File: src/rtl/vga_vram_arbiter_pkg.sv
// Shared VGA timing constants and types for the VRAM arbiter slice.
package vga_vram_arbiter_pkg;

  // 640x480@60 timing, pixel-clock units
  localparam int VGA_TOTAL_COLS  = 800;
  localparam int VGA_TOTAL_ROWS  = 525;
  localparam int VGA_ACTIVE_COLS = 640;
  localparam int VGA_ACTIVE_ROWS = 480;
  localparam int VGA_H_FP        = 16;
  localparam int VGA_H_SYNC      = 96;
  localparam int VGA_H_BP        = 48;
  localparam int VGA_V_FP        = 10;
  localparam int VGA_V_SYNC      = 2;
  localparam int VGA_V_BP        = 33;

  // 8x8 pixel cells, 80x60 of them
  localparam int CELL_SHIFT = 3;
  localparam int CELLS_X    = 80;
  localparam int CELLS_Y    = 60;

  localparam int VGA_ADDR_W = 13;
  localparam int VGA_DATA_W = 8;

  typedef logic [VGA_ADDR_W-1:0] cell_addr_t;

  // which host port wins the next tie
  typedef enum logic {RR_WRITE = 1'b0, RR_READ = 1'b1} rr_t;

endpackage

File: src/rtl/vga_vram_arbiter_rr.sv
// Two-way round-robin between host write (bit 0) and host read (bit 1).
// inhibit blocks both ports without moving the pointer.
module rr_arbiter2
  import vga_vram_arbiter_pkg::*;
(
  input  logic       clk,
  input  logic       rst_n,
  input  logic       inhibit,
  input  logic [1:0] req,
  output logic [1:0] rdy,
  output logic [1:0] gnt
);

  rr_t ptr;

  // A port is ready unless the other one is also asking and owns the tie.
  assign rdy[0] = !inhibit && (!req[1] || ptr == RR_WRITE);
  assign rdy[1] = !inhibit && (!req[0] || ptr == RR_READ);
  assign gnt    = req & rdy;

  // Pointer hands priority to the other port after every grant.
  always_ff @(posedge clk) begin
    if (!rst_n)      ptr <= RR_WRITE;
    else if (gnt[0]) ptr <= RR_READ;
    else if (gnt[1]) ptr <= RR_WRITE;
  end

endmodule

File: src/rtl/vga_vram_arbiter.sv
// Single-port VRAM scheduler: display fetch owns one slot per 8-pixel cell,
// host write/read share every other cycle round-robin.
module vga_vram_arbiter
  import vga_vram_arbiter_pkg::*;
#(
  parameter int TOTAL_COLS  = VGA_TOTAL_COLS,
  parameter int TOTAL_ROWS  = VGA_TOTAL_ROWS,
  parameter int ACTIVE_COLS = VGA_ACTIVE_COLS,
  parameter int ACTIVE_ROWS = VGA_ACTIVE_ROWS,
  parameter int ADDR_W      = VGA_ADDR_W,
  parameter int DATA_W      = VGA_DATA_W
)(
  input  logic              clk,
  input  logic              rst_n,
  input  logic [9:0]        row,
  input  logic [9:0]        col,
  output logic [DATA_W-1:0] pix_data,
  output logic              pix_valid,
  input  logic              wr_valid,
  output logic              wr_ready,
  input  logic [ADDR_W-1:0] wr_addr,
  input  logic [DATA_W-1:0] wr_data,
  input  logic              rd_valid,
  output logic              rd_ready,
  input  logic [ADDR_W-1:0] rd_addr,
  output logic              rd_resp_valid,
  output logic [DATA_W-1:0] rd_resp_data,
  output logic              mem_en,
  output logic              mem_we,
  output logic [ADDR_W-1:0] mem_addr,
  output logic [DATA_W-1:0] mem_wdata,
  input  logic [DATA_W-1:0] mem_rdata
);

  // Fetch two pixels ahead: one cycle of RAM latency, one of pix_data register.
  logic [10:0] col2, row1;
  logic        wrap;
  logic [9:0]  tc, tr;

  assign col2 = {1'b0, col} + 11'd2;
  assign wrap = col2 >= 11'(TOTAL_COLS);
  assign tc   = wrap ? 10'(col2 - 11'(TOTAL_COLS)) : col2[9:0];
  assign row1 = {1'b0, row} + {10'd0, wrap};
  assign tr   = (row1 == 11'(TOTAL_ROWS)) ? 10'd0 : row1[9:0];

  logic slot;
  assign slot = (tc[CELL_SHIFT-1:0] == '0) && (tc < 10'(ACTIVE_COLS)) &&
                (tr < 10'(ACTIVE_ROWS));

  // cell_y*80 as shift-add (CELLS_X = 64 + 16)
  logic [ADDR_W-1:0] cy, cx, disp_addr;
  assign cy        = ADDR_W'(tr >> CELL_SHIFT);
  assign cx        = ADDR_W'(tc >> CELL_SHIFT);
  assign disp_addr = (cy << 6) + (cy << 4) + cx;

  logic [1:0] rdy, gnt;

  rr_arbiter2 u_rr (
    .clk     (clk),
    .rst_n   (rst_n),
    .inhibit (slot),
    .req     ({rd_valid, wr_valid}),
    .rdy     (rdy),
    .gnt     (gnt)
  );

  assign wr_ready  = rdy[0];
  assign rd_ready  = rdy[1];
  assign pix_valid = (row < 10'(ACTIVE_ROWS)) && (col < 10'(ACTIVE_COLS));

  // RAM port mux: display slot first, then whichever host port was granted.
  always_comb begin
    mem_en    = 1'b0;
    mem_we    = 1'b0;
    mem_addr  = '0;
    mem_wdata = '0;
    if (slot) begin
      mem_en   = 1'b1;
      mem_addr = disp_addr;
    end else if (gnt[0]) begin
      mem_en    = 1'b1;
      mem_we    = 1'b1;
      mem_addr  = wr_addr;
      mem_wdata = wr_data;
    end else if (gnt[1]) begin
      mem_en   = 1'b1;
      mem_addr = rd_addr;
    end
  end

  // [0] read issued last cycle, [1] response presented this cycle
  logic [1:0] rd_vld_pipe;
  logic       disp_pend;

  assign rd_resp_valid = rd_vld_pipe[1];

  // Capture RAM data one cycle after issue into pixel or read-response register.
  always_ff @(posedge clk) begin
    if (!rst_n) begin
      disp_pend    <= 1'b0;
      rd_vld_pipe  <= '0;
      pix_data     <= '0;
      rd_resp_data <= '0;
    end else begin
      disp_pend   <= slot;
      rd_vld_pipe <= {rd_vld_pipe[0], gnt[1]};
      if (disp_pend)      pix_data     <= mem_rdata;
      if (rd_vld_pipe[0]) rd_resp_data <= mem_rdata;
    end
  end

endmodule

File: config.mk
export PLATFORM = sky130hd
export DESIGN_NAME = vga_vram_arbiter
export DESIGN_NICKNAME = d
export VERILOG_FILES = /design/src/rtl/vga_vram_arbiter_pkg.sv /design/src/rtl/vga_vram_arbiter_rr.sv /design/src/rtl/vga_vram_arbiter.sv
export SDC_FILE = /design/constraint.sdc
export NUM_CORES = 1
export LEC_CHECK = 0
export ABC_AREA = 1
export ABC_CLOCK_PERIOD_IN_PS = 12500
export BUFFER_PORTS_ARGS = -buffer_cell sky130_fd_sc_hd__buf_2
export CORE_ASPECT_RATIO = 0.7
export CORE_UTILIZATION = 45
export CTS_CLUSTER_DIAMETER = 60
export DETAILED_ROUTE_END_ITERATION = 7
export GPL_TIMING_DRIVEN = 0
export PLACE_DENSITY_LB_ADDON = 0.12
export SYNTH_ARGS = -nofsm -noshare
export SYNTH_HDL_FRONTEND = slang
export SYNTH_SLANG_ARGS = --single-unit
File: constraint.sdc
create_clock -name clk -period 12.5 [get_ports clk]
set_input_delay 0 -clock clk [delete_from_list [all_inputs] [get_ports clk]]
set_output_delay 0 -clock clk [all_outputs]
set_load 0.02 [all_outputs]
==> results.yml <==
timing:
  finalSetupViolations: 0
  period_minus_slack_ns: 5.17
  skew_ns: 0.00192
  max_freq_ghz: 0.194
  layout_setup_ws_ns: 7.33
  tns_ns: 0
  rsz0062_at_grt: "false"
  timing_worst_slew_pin_value_ns: 0.497
  hold_violations: 0
  period_share: 0.413
  slew_violations: 0
  slew_headroom: 0.669
setup_path:
  worst-path-buf-inv: 6
  worstSetupPathDepth: 35
  crit_fanout: 6
  cp_slowest_cell: "fa_1"
  path_class: "in -> out"
  cp-start-kind: "primary input"
  endpoint_kind: "primary output"
  worst-r2r-cell-count: 4
  r2r_setup_slack_ns: 11.29
  cpPeakStageDelay_ns: 0.54
  required_ns: 12.50
  cp.arrival_ns: 5.17
  path_delay_family: "simple AND/OR/NAND/NOR gates"
grt:
  grt_overflow: 0
  grt_pass1_wl_um: 10100
  grt_usage: 0.246
  grt_max_degree: 12
  grt_pass1_vias: 2367
  grt_antenna_before_repair: 0
die:
  die_y_um: 60.4
  fp-row-count: 20
  coreArea_um2: 4500
  initial_core_util: 0.487
  io_pins: 109
  die_area_um2: 5160
  die_w_um: 85.4
finish:
  nets: 570
  utilization: 0.650
  drive_gt1_frac: 0.287
  nFillCells: 443
  antenna_cells: 0
  area_growth_pct: 33.5
power:
  power_density_nw_per_um2: 72.6
  ir_drop_mv: 0.0501
  p_leak_nw: 1.70
clock_tree:
  clk_latency_ns: 0.26
  root_buffer: "clkbuf_8"
  h-tree-depth: 1
  clockBufferDepth: 2
  cts_tree: "done"
  post_cts_buffers: 0
  cts_sinks: 20
  ctsResizeCount: 0
  cts_buffers: 3
  holdBufCountCts: 8
  path_clk_slew_ns: 0.07
logic_synthesis:
  avgSynthCellArea_um2: 5.99
  synth_area_um2: 2190
  synthCells: 366
  syn_nets: 451
  seq_area_frac_synth: 0.183
  synth.distinct_cells: 31
  ys_seq_elements: 20
  yosys_warnings: 0
placed_design:
  pre_cts_slack_ns: 7.40
  dp_hpwl_um: 5290
  place.gp.congestion: 0.838
  io_buffers: 106
detailed_routing:
  wl_per_cell_um: 12.2
  vias: 2769
  drt-total-wl_um: 6560
  via_per_inst: 5.14
  drt_first_pass_iters: 4
  drtAntennaViolNets: 0
  drtIter0Drc: 129
  remaining_drc_errors: 0
run:
  maxCapViolCount: 0
outcome:
  status: "finished clean"
min_path:
  hp-class: "in -> reg"
  min_path_cells: 3
layout by cell type, fill, tap and decap left out, drive strengths merged, types with 11 or more instances in the layout:
cell and instances:
buf 112, o21ai 23, clkbuf 11, a21oi 11
nor2 69, ha 17, dfxtp 20, nand3 36
nand4 33, inv 58, nand2 68
Yosys cell counts, drive strengths merged:
library cell,count,area share
a21oi,11,0.025
and2,1,0.0029
buf,6,0.017
clkbuf,7,0.012
dfxtp,20,0.18
fa,2,0.018
ha,17,0.097
inv,58,0.099
nand2,68,0.13
nand3,36,0.092
nand3b,1,0.0034
nand4,33,0.094
nor2,69,0.13
nor3,2,0.0046
nor4,3,0.0086
o21ai,23,0.052
o21bai,1,0.0034
or2,3,0.0086
xor2,5,0.020
through the flow:
| step | power (mW) | hold WS [ns] | cell area (µm²) | cells |
|---|---|---|---|---|
| after floorplan | 0.130 | 0.0887 | 2190 | 366 |
| after detailed placement | 0.162 | 0.242 | 2790 | 527 |
| final | 0.213 | 0.0515 | 2930 | 539 |
| after CTS | 0.213 | 0.0498 | 2930 | 539 |
| after global placement | 0.161 | 0.240 | 2790 | 527 |
| after global routing | 0.227 | 0.0731 | 2930 | 539 |
worst reg2reg max path: cells and delay by family, from the launching register on:
| kind | cells | cell delay, ns |
|---|---|---|
| flops | 1 | 0.31 |
| simple gates | 2 | 0.22 |
| buf+inv | 2 | 0.58 |
report_power, final:
group	internal, mW	switching, mW
sequential	0.0666	0.00137
clock	0.0281	0.0207
combinational	0.0366	0.0591
total	0.131	0.0813
cells by family after synthesis:
group,Yosys count,synth area share
and+or+nand+nor,216,0.473
buffers and inverters,71,0.128
AOI/OAI and AO/OA,35,0.0810
DFF,20,0.183
adders and majority gates,19,0.115
xor gates and xnor gates,5,0.0200
flip-flops by register name, summed over array words and instances, names as in the netlist:
register / count
disp_pend: 1
rd_resp_data: 8
pix_data: 8
u_rr.ptr: 1
rd_vld_pipe: 2
routing by layer:
metal  global-route usage  share of wire
met1                0.338           0.49
met2                0.411           0.43
met3               0.0449          0.073
met4               0.0571          0.014
met5                    0              0
final timing paths:
kind	start	endpoint
setup / recovery	col[1]	mem_addr[12]
hold / removal	rst_n	rd_resp_data[7]
setup reg to reg	rd_vld_pipe[0]	rd_resp_data[2]
hold reg to reg	rd_resp_data[5]	rd_resp_data[5]
area by class of cell:
cell class | count | area, µm² | area share
buffer | 13 | 63.8 | 0.0218
clock buffer | 4 | 55.1 | 0.0188
inverter | 58 | 218 | 0.0744
multi-input combinational | 275 | 1510 | 0.516
sequential | 20 | 400 | 0.137
tap | 55 | 68.8 | 0.0235
timing repair buffer | 114 | 611 | 0.209
Power figures use the tool's default switching activity.
